--- config.mk ---
export PLATFORM = sky130hd
export DESIGN_NAME = ysyx_22041071_lsu
export DESIGN_NICKNAME = d
export VERILOG_FILES = /design/src/rtl/ysyx_22041071_lsu.sv
export SDC_FILE = /design/constraint.sdc
export NUM_CORES = 1
export LEC_CHECK = 0
export BUFFER_PORTS_ARGS = -buffer_cell sky130_fd_sc_hd__buf_2
export CORE_AREA = 3 3 234 236
export CTS_BUF_LIST = sky130_fd_sc_hd__clkbuf_16
export DETAILED_ROUTE_END_ITERATION = 8
export DIE_AREA = 0 0 237 239
export PLACE_DENSITY = 0.62
export SLEW_MARGIN = 40
export SYNTH_ARGS = -nofsm -noshare
export SYNTH_HDL_FRONTEND = slang
export SYNTH_SLANG_ARGS = --single-unit
--- constraint.sdc ---
create_clock -name clk -period 4.3 [get_ports clk]
set_input_delay 0.645 -clock clk [delete_from_list [all_inputs] [get_ports clk]]
set_output_delay 0.645 -clock clk [all_outputs]
set_load 0.02 [all_outputs]
--- src/rtl/ysyx_22041071_lsu.sv ---
// MEM stage: one load/store at a time on a variable-latency 64-bit data port,
// with a single-entry result buffer toward WB.
module ysyx_22041071_lsu (
  input  logic        clk,
  input  logic        reset,
  input  logic        valid5,
  output logic        ready5,
  input  logic [63:0] PC5,
  input  logic [31:0] Ins4,
  input  logic        reg_w_en3,
  input  logic [4:0]  rdest2,
  input  logic [63:0] ALU_res,
  input  logic [63:0] st_data,
  input  logic [4:0]  mem_op,
  output logic        mem_req_valid,
  input  logic        mem_req_ready,
  output logic [63:0] mem_addr,
  output logic        mem_wen,
  output logic [63:0] mem_wdata,
  output logic [7:0]  mem_wmask,
  input  logic        mem_rsp_valid,
  input  logic [63:0] mem_rdata,
  output logic        valid6,
  input  logic        ready6,
  output logic [63:0] PC6,
  output logic [31:0] Ins5,
  output logic        reg_w_en4,
  output logic [4:0]  rdest3,
  output logic [63:0] WB_data1
);

  typedef enum logic [1:0] {S_IDLE, S_REQ, S_RESP} state_t;

  state_t      r_state, w_nxt;
  logic [63:0] r_pc, r_alu, r_wdata;
  logic [31:0] r_ins;
  logic        r_wen;
  logic [4:0]  r_rd;
  logic [3:0]  r_op;
  logic [7:0]  r_wmask;

  logic        r_valid6, r_reg_w_en4;
  logic [63:0] r_pc6, r_wb;
  logic [31:0] r_ins5;
  logic [4:0]  r_rdest3;

  logic        w_acc, w_ld_nm, w_ld_mem;
  logic [7:0]  w_base, w_mask;
  logic [63:0] w_wdata, w_shift, w_load;

  always_ff @(posedge clk or negedge reset) begin
    if (!reset) r_state <= S_IDLE;
    else        r_state <= w_nxt;
  end

  always_comb begin
    w_nxt         = r_state;
    ready5        = 1'b0;
    mem_req_valid = 1'b0;
    case (r_state)
      S_IDLE: begin
        ready5 = !r_valid6 || ready6;
        if (valid5 && ready5 && mem_op[4]) w_nxt = S_REQ;
      end
      S_REQ: begin
        mem_req_valid = 1'b1;
        if (mem_req_ready) w_nxt = S_RESP;
      end
      S_RESP: if (mem_rsp_valid) w_nxt = S_IDLE;
      default: w_nxt = S_IDLE;
    endcase
  end

  assign w_acc    = valid5 && ready5;
  assign w_ld_nm  = w_acc && !mem_op[4];
  assign w_ld_mem = (r_state == S_RESP) && mem_rsp_valid;

  // Store lane placement; bytes shifted past lane 7 are simply lost.
  always_comb begin
    case (mem_op[2:1])
      2'd0:    w_base = 8'h01;
      2'd1:    w_base = 8'h03;
      2'd2:    w_base = 8'h0F;
      default: w_base = 8'hFF;
    endcase
    w_mask  = w_base << ALU_res[2:0];
    w_wdata = st_data << {ALU_res[2:0], 3'b000};
  end

  always_comb begin
    w_shift = mem_rdata >> {r_alu[2:0], 3'b000};
    case (r_op[2:1])
      2'd0:    w_load = r_op[0] ? {56'd0, w_shift[7:0]}  : {{56{w_shift[7]}},  w_shift[7:0]};
      2'd1:    w_load = r_op[0] ? {48'd0, w_shift[15:0]} : {{48{w_shift[15]}}, w_shift[15:0]};
      2'd2:    w_load = r_op[0] ? {32'd0, w_shift[31:0]} : {{32{w_shift[31]}}, w_shift[31:0]};
      default: w_load = w_shift;
    endcase
  end

  always_ff @(posedge clk or negedge reset) begin
    if (!reset) begin
      r_pc    <= '0;
      r_ins   <= '0;
      r_wen   <= 1'b0;
      r_rd    <= '0;
      r_op    <= '0;
      r_alu   <= '0;
      r_wdata <= '0;
      r_wmask <= '0;
    end else if (w_acc) begin
      r_pc    <= PC5;
      r_ins   <= Ins4;
      r_wen   <= reg_w_en3;
      r_rd    <= rdest2;
      r_op    <= mem_op[3:0];
      r_alu   <= ALU_res;
      r_wdata <= w_wdata;
      r_wmask <= w_mask;
    end
  end

  always_ff @(posedge clk or negedge reset) begin
    if (!reset) begin
      r_valid6    <= 1'b0;
      r_pc6       <= '0;
      r_ins5      <= '0;
      r_reg_w_en4 <= 1'b0;
      r_rdest3    <= '0;
      r_wb        <= '0;
    end else if (w_ld_nm) begin
      r_valid6    <= 1'b1;
      r_pc6       <= PC5;
      r_ins5      <= Ins4;
      r_reg_w_en4 <= reg_w_en3;
      r_rdest3    <= rdest2;
      r_wb        <= ALU_res;
    end else if (w_ld_mem) begin
      r_valid6    <= 1'b1;
      r_pc6       <= r_pc;
      r_ins5      <= r_ins;
      r_reg_w_en4 <= r_wen;
      r_rdest3    <= r_rd;
      r_wb        <= r_op[3] ? r_alu : w_load;
    end else if (ready6) begin
      r_valid6    <= 1'b0;
    end
  end

  assign mem_addr  = {r_alu[63:3], 3'b000};
  assign mem_wen   = r_op[3];
  assign mem_wdata = r_wdata;
  assign mem_wmask = r_wmask;
  assign valid6    = r_valid6;
  assign PC6       = r_pc6;
  assign Ins5      = r_ins5;
  assign reg_w_en4 = r_reg_w_en4;
  assign rdest3    = r_rdest3;
  assign WB_data1  = r_wb;

endmodule

==> impl_metrics.tcl, run 1 <==
set metrics [dict create \
    outcome "finished, violations left" \
    failed_checks "design-rule violations" \
    rsz0062_at_grt "no" \
    firstDrtPassIters 9 \
    clock_tree.root_cell "sky130_fd_sc_hd__clkbuf_16" \
    drt-total-wl_um 78500 \
    drv_slew 0 \
    internal_power_w 0.0105 \
    die_width_um 237 \
    postSynthCellCount 2257 \
    achievable-frequency_mhz 354 \
    via_count_of_the_first_global_routing_pass 18700 \
    antenna_found_initial 21 \
    critPathMaxFanout 22 \
    power_density_mw_per_mm2 749 \
    yosys_warnings 0 \
    filler_cell_count 5061 \
    cts.clk_slew.worst_paths_ns 0.07 \
    post_synth_instance_area_sq_mm 0.0207 \
    critical_path_buf_inv_count 0 \
    report.final.hold_viol_count 0 \
    global_route.peak_usage_layer "met2" \
    gp_congestion 0.889 \
    placement.io_buffers 607 \
    total_power_w 0.0190 \
    globalRouteOverflowTotal 0 \
    synthToLayoutAreaGrowth_pct 22.3 \
    grt_max_degree 174 \
    worst_ep_arrival_ns 3.32 \
    grt_use_met1_pct 34.2 \
    synth-seq-cells 411 \
    route.detailed.vias_per_inst 5.60 \
    die_area_sq_mm 0.0566 \
    clkLatencyLatePin_ns 0.59 \
    netSwitchingFraction_pct 44.6 \
    cts_num_sinks 411 \
    worstSetupStartpointType "flip-flop" \
    core_region_area_sq_mm 0.0527 \
    sequential_share_of_power_pct 36.3 \
    slowest_delay_ns 0.86 \
    final.setup.tns_ns 0 \
    netSwitchingPower_w 0.00847 \
    slowest_stage_cell_cp "sky130_fd_sc_hd__dfrtp_1" \
    required_ns 4.80 \
    finalClockSkew_ns 0.0197 \
    endpoint_kind "flip-flop" \
    count_of_endpoints_failing_setup_in_the_final_report 0 \
    cts.htree.levels 2 \
    path_cells "and3b_1, nand2_1, nor2_1, a221oi_1, a22oi_2" \
    min_period_over_period_pct 65.6 \
    cts_hold_repair.buffers 1 \
    synth.lib_cells_used.distinct 57 \
    ir_drop_v 0.000404 \
    slew-limit-headroom_pct 41.2 \
    initial_utilization_pct 39.3 \
    drive_above_1_share_pct 28.3 \
    async_reset_ff_share_pct 100 \
    vias 19300 \
    ys_dominant_reg_cell "sky130_fd_sc_hd__dfrtp_1" \
    design.final.nets 3008 \
    worstMarginPinSlew_ns 0.882 \
    seq_area_frac_synth_pct 49.6 \
    global_route_wire_length_before_repair_um 117000 \
    tritoncts "yes" \
    wire_per_inst_um 22.8 \
    die_h_um 239 \
    layout_min_cycle_time_ns 2.82 \
    p_leak_nw 13.0 \
    clock_power_share_pct 19.7 \
    max_cap_violations 0 \
    drt_iter0_drc 2034 \
    route.antenna.remaining_nets 0 \
    post_cts_buffers 0 \
    cts_buffers 47 \
    detailedPlacementHpwl_um 56200 \
    avgSynthCellArea_sq_um 9.18 \
    floorplan.rows 84 \
    critical-path-top-delay-family "simple AND/OR/NAND/NOR gates" \
    setup.worst_path.class "flip-flop to flip-flop" \
    track_usage_pct 26.6 \
    ioPinCount 611 \
    globalRouteMet2Util_pct 44.1 \
    number_of_synthesized_flops_with_an_enable_pin 0 \
    drc 4 \
    cts_resized 0 \
    global_routing_usage_on_met3_pct 6.17 \
    combinationalPowerShare_pct 44.0 \
    cts.path.max_buffers 3 \
    hold_path.class "input pin to flip-flop" \
]
## final timing paths
| kind | slack, ns | from | depth (start not counted) | endpoint |
|---|---|---|---|---|
| max | 1.48 | r_op[2] | 5 | WB_data1[53] |
| min | 0.26 | mem_op[0] | 3 | r_op[0] |
| max reg2reg | 1.48 | r_op[2] | 5 | WB_data1[53] |
| min reg2reg | 0.47 | PC6[38] | 2 | PC6[38] |
| max in group asynchronous | 2.53 | reset | 5 | r_ins[0] |
| min in group asynchronous | 0.43 | reset | 2 | r_ins[25] |
## per-stage QoR
stage | setup slack, ns | hold WS (ns) | cell area (sq um) | util (%) | instances
2_1_floorplan | 2.26 | 0.349 | 20700 | - | 2259
3_3_place_gp | 1.37 | 0.455 | 23700 | 45.0 | 3335
3_5_place_dp | 1.57 | 0.423 | 23800 | 45.3 | 3340
4_1_cts | 1.53 | 0.220 | 25300 | 48.0 | 3426
5_1_grt | 1.47 | 0.238 | 25300 | 48.1 | 3434
6_report | 1.48 | 0.261 | 25300 | 48.1 | 3441
## kinds of logic after synthesis
kind of cell | Yosys count | synth area share (%)
AOI/OAI and AO/OA | 513 | 17.6
buffers and inverters | 247 | 6.18
DFF | 411 | 49.6
muxes | 131 | 7.94
other | 1 | 0.0181
and+or+nand+nor | 954 | 18.7
## sequential cells by signal, indices dropped and copies added (netlist names)
name and flops:
Ins5 32, PC6 64, WB_data1 64, mem_wdata 64, mem_wmask 8, r_alu 64, r_ins 32, r_op 4
r_pc 64, r_rd 5, r_state 2, r_wen 1, rdest3 5, reg_w_en4 1, valid6 1
## layout by cell type (no fill, tap or decap), types with 11 or more instances in the layout
master / Yosys / final
sky130_fd_sc_hd__mux2_2: 22 / 22
sky130_fd_sc_hd__a211oi_1: 34 / 34
sky130_fd_sc_hd__a222oi_1: 22 / 22
sky130_fd_sc_hd__o2111ai_1: 16 / 16
sky130_fd_sc_hd__nor2_1: 26 / 24
sky130_fd_sc_hd__a21oi_1: 43 / 43
sky130_fd_sc_hd__nor2b_1: 21 / 20
sky130_fd_sc_hd__nand3_1: 13 / 12
sky130_fd_sc_hd__dfrtp_1: 411 / 408
sky130_fd_sc_hd__buf_4: 71 / 13
sky130_fd_sc_hd__a22o_1: 27 / 27
sky130_fd_sc_hd__mux4_2: 23 / 23
sky130_fd_sc_hd__clkinv_1: 0 / 13
sky130_fd_sc_hd__mux2i_1: 84 / 84
sky130_fd_sc_hd__and3_1: 21 / 19
sky130_fd_sc_hd__a22oi_1: 151 / 151
sky130_fd_sc_hd__inv_1: 4 / 11
sky130_fd_sc_hd__o21ai_0: 122 / 122
sky130_fd_sc_hd__and2_1: 13 / 13
sky130_fd_sc_hd__o211ai_1: 25 / 25
sky130_fd_sc_hd__clkbuf_16: 0 / 47
sky130_fd_sc_hd__nand2b_1: 14 / 14
sky130_fd_sc_hd__buf_2: 40 / 605
sky130_fd_sc_hd__buf_12: 0 / 12
sky130_fd_sc_hd__diode_2: 0 / 14
sky130_fd_sc_hd__nand2_1: 829 / 828
## cell type report
| cell class | count | area (sq um) | share of cell area (%) |
|---|---|---|---|
| sequential | 411 | 10300 | 40.6 |
| multi-input combinational | 1601 | 9200 | 36.3 |
| timing repair buffer | 637 | 3510 | 13.9 |
| clock buffer | 47 | 1180 | 4.64 |
| tap | 688 | 861 | 3.40 |
| clock inverter | 38 | 236 | 0.933 |
| antenna | 14 | 35.0 | 0.138 |
| inverter | 5 | 21.3 | 0.0840 |
## tightest hold or removal path: cells and delay by family
kind	cells	cell delay (ns)
and+or+nand+nor	2	0.08
buffers and inverters	1	0.08
## layer usage
metal	vias to the layer above	share of wire [%]
met2	867	49
met1	9513	39
met3	164	8.3
li1	8704	-
met5	-	0.20
met4	24	3.3
## Yosys cell counts, types with 2 or more instances
| master | count | area (sq um) |
|---|---|---|
| sky130_fd_sc_hd__o31a_1 | 7 | 61.3 |
| sky130_fd_sc_hd__buf_4 | 71 | 533 |
| sky130_fd_sc_hd__clkbuf_1 | 111 | 417 |
| sky130_fd_sc_hd__nor3_1 | 3 | 15.0 |
| sky130_fd_sc_hd__buf_1 | 15 | 56.3 |
| sky130_fd_sc_hd__nand4_1 | 2 | 12.5 |
| sky130_fd_sc_hd__a21o_1 | 3 | 22.5 |
| sky130_fd_sc_hd__nand2_1 | 829 | 3110 |
| sky130_fd_sc_hd__mux4_2 | 23 | 518 |
| sky130_fd_sc_hd__dfrtp_1 | 411 | 10300 |
| sky130_fd_sc_hd__nor3b_4 | 2 | 37.5 |
| sky130_fd_sc_hd__o21ai_0 | 122 | 611 |
| sky130_fd_sc_hd__a22oi_1 | 151 | 1130 |
| sky130_fd_sc_hd__nor3b_1 | 2 | 15.0 |
| sky130_fd_sc_hd__a32oi_1 | 8 | 70.1 |
| sky130_fd_sc_hd__nand2b_1 | 14 | 87.6 |
| sky130_fd_sc_hd__and2_1 | 13 | 81.3 |
| sky130_fd_sc_hd__nor2_1 | 26 | 97.6 |
| sky130_fd_sc_hd__buf_6 | 5 | 56.3 |
| sky130_fd_sc_hd__and3_1 | 21 | 131 |
| sky130_fd_sc_hd__nand3_1 | 13 | 65.1 |
| sky130_fd_sc_hd__buf_2 | 40 | 200 |
| sky130_fd_sc_hd__inv_1 | 4 | 15.0 |
| sky130_fd_sc_hd__o2bb2ai_1 | 7 | 61.3 |
| sky130_fd_sc_hd__o221ai_1 | 8 | 70.1 |
| sky130_fd_sc_hd__o22ai_1 | 7 | 43.8 |
| sky130_fd_sc_hd__nor2b_1 | 21 | 131 |
| sky130_fd_sc_hd__a21oi_1 | 43 | 215 |
| sky130_fd_sc_hd__a221o_1 | 2 | 20.0 |
| sky130_fd_sc_hd__mux2i_1 | 84 | 841 |
| sky130_fd_sc_hd__o2111ai_1 | 16 | 140 |
| sky130_fd_sc_hd__a211oi_1 | 34 | 255 |
| sky130_fd_sc_hd__o211ai_1 | 25 | 188 |
| sky130_fd_sc_hd__a22o_1 | 27 | 236 |
| sky130_fd_sc_hd__mux2_2 | 22 | 248 |
| sky130_fd_sc_hd__a22oi_2 | 6 | 75.1 |
| sky130_fd_sc_hd__a222oi_1 | 22 | 220 |
| sky130_fd_sc_hd__o21a_1 | 10 | 75.1 |
| sky130_fd_sc_hd__a221oi_1 | 9 | 78.8 |
## power groups by stage
stage          clock [W]  sequential, W  combinational [W]
2_1_floorplan          0        0.00774            0.00463
3_3_place_gp           0        0.00692            0.00808
3_5_place_dp           0        0.00689            0.00839
4_1_cts          0.00382        0.00686            0.00840
5_1_grt          0.00396        0.00708            0.00902
6_report         0.00374        0.00688            0.00835
No activity file was read; power rests on OpenSTA's default activity.
==> run 2, diff against run 1 <==
PLACE_DENSITY = 0.64   (was 0.62)
clock period = 2.4 ns   (was 4.3 ns; I/O delays follow)
==> run 2 against run 1 <==
  * The run now ends clean
  * Utilization up 3.8 points
  * Largest cell class unchanged
  * Highest routed layer unchanged
  * Critical endpoint is now WB_data1[12]
  * Cell area up 7.8%
  * Sequential power up 82%
  * Non-clock buffer count up 202
  * Setup slack worse by 1.3 ns
  * Critical path type unchanged
  * Clock power up 85%
  * Global-route usage up 1.8 points
==> impl_metrics.tcl, run 2 (synthesis gave the netlist of run 1 again) <==
set metrics [dict create \
    r2r_cells 6 \
    final.setup.worst_slack_ns 0.153 \
    finalClockSkew_ns 0.0269 \
    final.setup.tns_ns 0 \
    design.final.nets 3210 \
    cts_num_sinks 411 \
    slowest_stage_cell_cp "sky130_fd_sc_hd__a222oi_1" \
    critPathMaxFanout 69 \
    worstSetupStartpointType "flip-flop" \
    cts_buffers 47 \
    slowest_delay_ns 0.70 \
    cp_num_cells 6 \
    combinationalPowerShare_pct 44.7 \
    p_leak_nw 13.9 \
    max_cap_violations 0 \
    die_h_um 239 \
    layout_min_cycle_time_ns 2.25 \
    ioPinCount 611 \
    path_cells "nor2_2, and3_4, nor2_4, buf_12, a222oi_1, nand3_1" \
    clock_power_share_pct 19.7 \
    post-place-ws_ns -0.0205 \
    number_of_cells_on_the_worst_hold_path 3 \
    floorplan.rows 84 \
    vias 20400 \
    wire_per_inst_um 22.8 \
    drc 0 \
    netSwitchingFraction_pct 44.3 \
    layout.cells.most_common_list "sky130_fd_sc_hd__nand2_1, sky130_fd_sc_hd__buf_2, sky130_fd_sc_hd__dfrtp_1" \
    core_region_area_sq_mm 0.0527 \
    hold_path.class "input pin to flip-flop" \
    critical_path_buf_inv_count 1 \
    antenna_found_initial 14 \
    min_period_over_period_pct 93.6 \
    tritoncts "yes" \
    synthToLayoutAreaGrowth_pct 31.9 \
    die_area_sq_mm 0.0566 \
    placement.io_buffers 607 \
    route.antenna.remaining_nets 0 \
    achievable-frequency_mhz 445 \
    ir_drop_v 0.000799 \
    required_ns 2.84 \
    drt_iter0_drc 2116 \
    cts.clk_slew.worst_paths_ns 0.06 \
    worstMarginPinSlew_ns 0.745 \
    initial_utilization_pct 39.3 \
    layout_commonest_cell "sky130_fd_sc_hd__nand2_1" \
    global_route_wire_length_before_repair_um 126000 \
    netSwitchingPower_w 0.0155 \
    clkLatencyLatePin_ns 0.60 \
    outcome "finished clean" \
    drt-total-wl_um 83000 \
    report.final.hold_viol_count 0 \
    gp_congestion 0.903 \
    detailedPlacementHpwl_um 59500 \
    internal_power_w 0.0195 \
    slew-limit-headroom_pct 50.3 \
    via_count_of_the_first_global_routing_pass 20100 \
    critical-path-top-delay-family "compound AO/OA/AOI/OAI gates" \
    sequential_share_of_power_pct 35.6 \
    globalRouteOverflowTotal 0 \
    setup.worst_path.class "flip-flop to flip-flop" \
    cts.htree.levels 2 \
    die_width_um 237 \
    count_of_endpoints_failing_setup_in_the_final_report 0 \
    clock_tree.root_cell "sky130_fd_sc_hd__clkbuf_16" \
    track_usage_pct 28.3 \
    route.detailed.vias_per_inst 5.62 \
    worst_ep_arrival_ns 2.69 \
    placedInstanceArea_sq_mm 0.0242 \
    drv_slew 0 \
    power_density_mw_per_mm2 1280 \
    cts.path.max_buffers 3 \
    postLayoutCellArea_sq_mm 0.0273 \
    rsz0062_at_grt "no" \
    endpoint_kind "flip-flop" \
    drive_above_1_share_pct 27.7 \
    worst-r2r-setup-slack_ns 0.15 \
    grt_max_degree 93 \
    firstDrtPassIters 8 \
    hold_ws_ns 0.0346 \
]
==> run 2: cell types whose count changed in the layout (fill, tap and decap cells not counted), sizes merged <==
| cell | change |
|---|---|
| inv | +4 |
| dlygate4sd3 | +157 |
| bufinv | +2 |
| diode | -4 |
| clkinvlp | -3 |
| clkinv | -3 |
| buf | +45 |
==> run 2: worst paths after layout <==
path | start | to
min | ALU_res[59] | r_alu[59]
min reg2reg | Ins5[5] | Ins5[5]
max reg2reg | r_state[0] | WB_data1[12]
max | r_state[0] | WB_data1[12]
min in group asynchronous | reset | r_ins[16]
max in group asynchronous | reset | Ins5[7]
==> run 2: area by class of cell <==
class	count	area (sq um)
Sequential cell	411	10300
Timing Repair Buffer	839	5460
Tap cell	688	861
Inverter	5	18.8
Clock buffer	47	1180
Multi-Input combinational cell	1601	9200
Antenna cell	10	25.0
Fill cell	4769	25300
Clock inverter	38	284
==> run 2: worst min-delay path: cells and delay by family <==
kind	cells	cell delay (ns)
buffers and inverters	1	0.11
AND/OR/NAND/NOR	2	0.10
==> run 2: power by group through the flow <==
| stage | clock network (W) | registers (W) | logic (W) |
|---|---|---|---|
| 2_1_floorplan | 0 | 0.0139 | 0.00830 |
| 3_3_place_gp | 0 | 0.0123 | 0.0152 |
| 3_5_place_dp | 0 | 0.0124 | 0.0154 |
| 4_1_cts | 0.00705 | 0.0124 | 0.0156 |
| 5_1_grt | 0.00734 | 0.0128 | 0.0169 |
| 6_report | 0.00692 | 0.0125 | 0.0157 |
==> run 2: layer usage <==
layer / vias to the layer above / global-route usage (%) / part of all wire, %
met2: 1143 / 46.5 / 48
met3: 211 / 6.20 / 8.8
met4: 8 / 11.1 / 4.1
li1: 9111 / - / -
met5: - / 0 / 0.055
met1: 9972 / 36.8 / 39
==> run 2: timing repair <==
action	4_1_cts	5_1_grt
buffers inserted	0	3
pin swaps	1	3
setup endpoints to repair	3	2
endpoints found under the hold margin	280	0
gates resized for setup	1	0
hold buffers	158	0
==> run 2: stage by stage <==
step                utilization [%]  std cells  total power (W)
global placement               46.0       3383           0.0275
global route                   51.9       3634           0.0370
finish                         51.9       3639           0.0350
floorplan                         -       2259           0.0222
CTS                            51.8       3626           0.0351
detailed placement             46.0       3383           0.0278
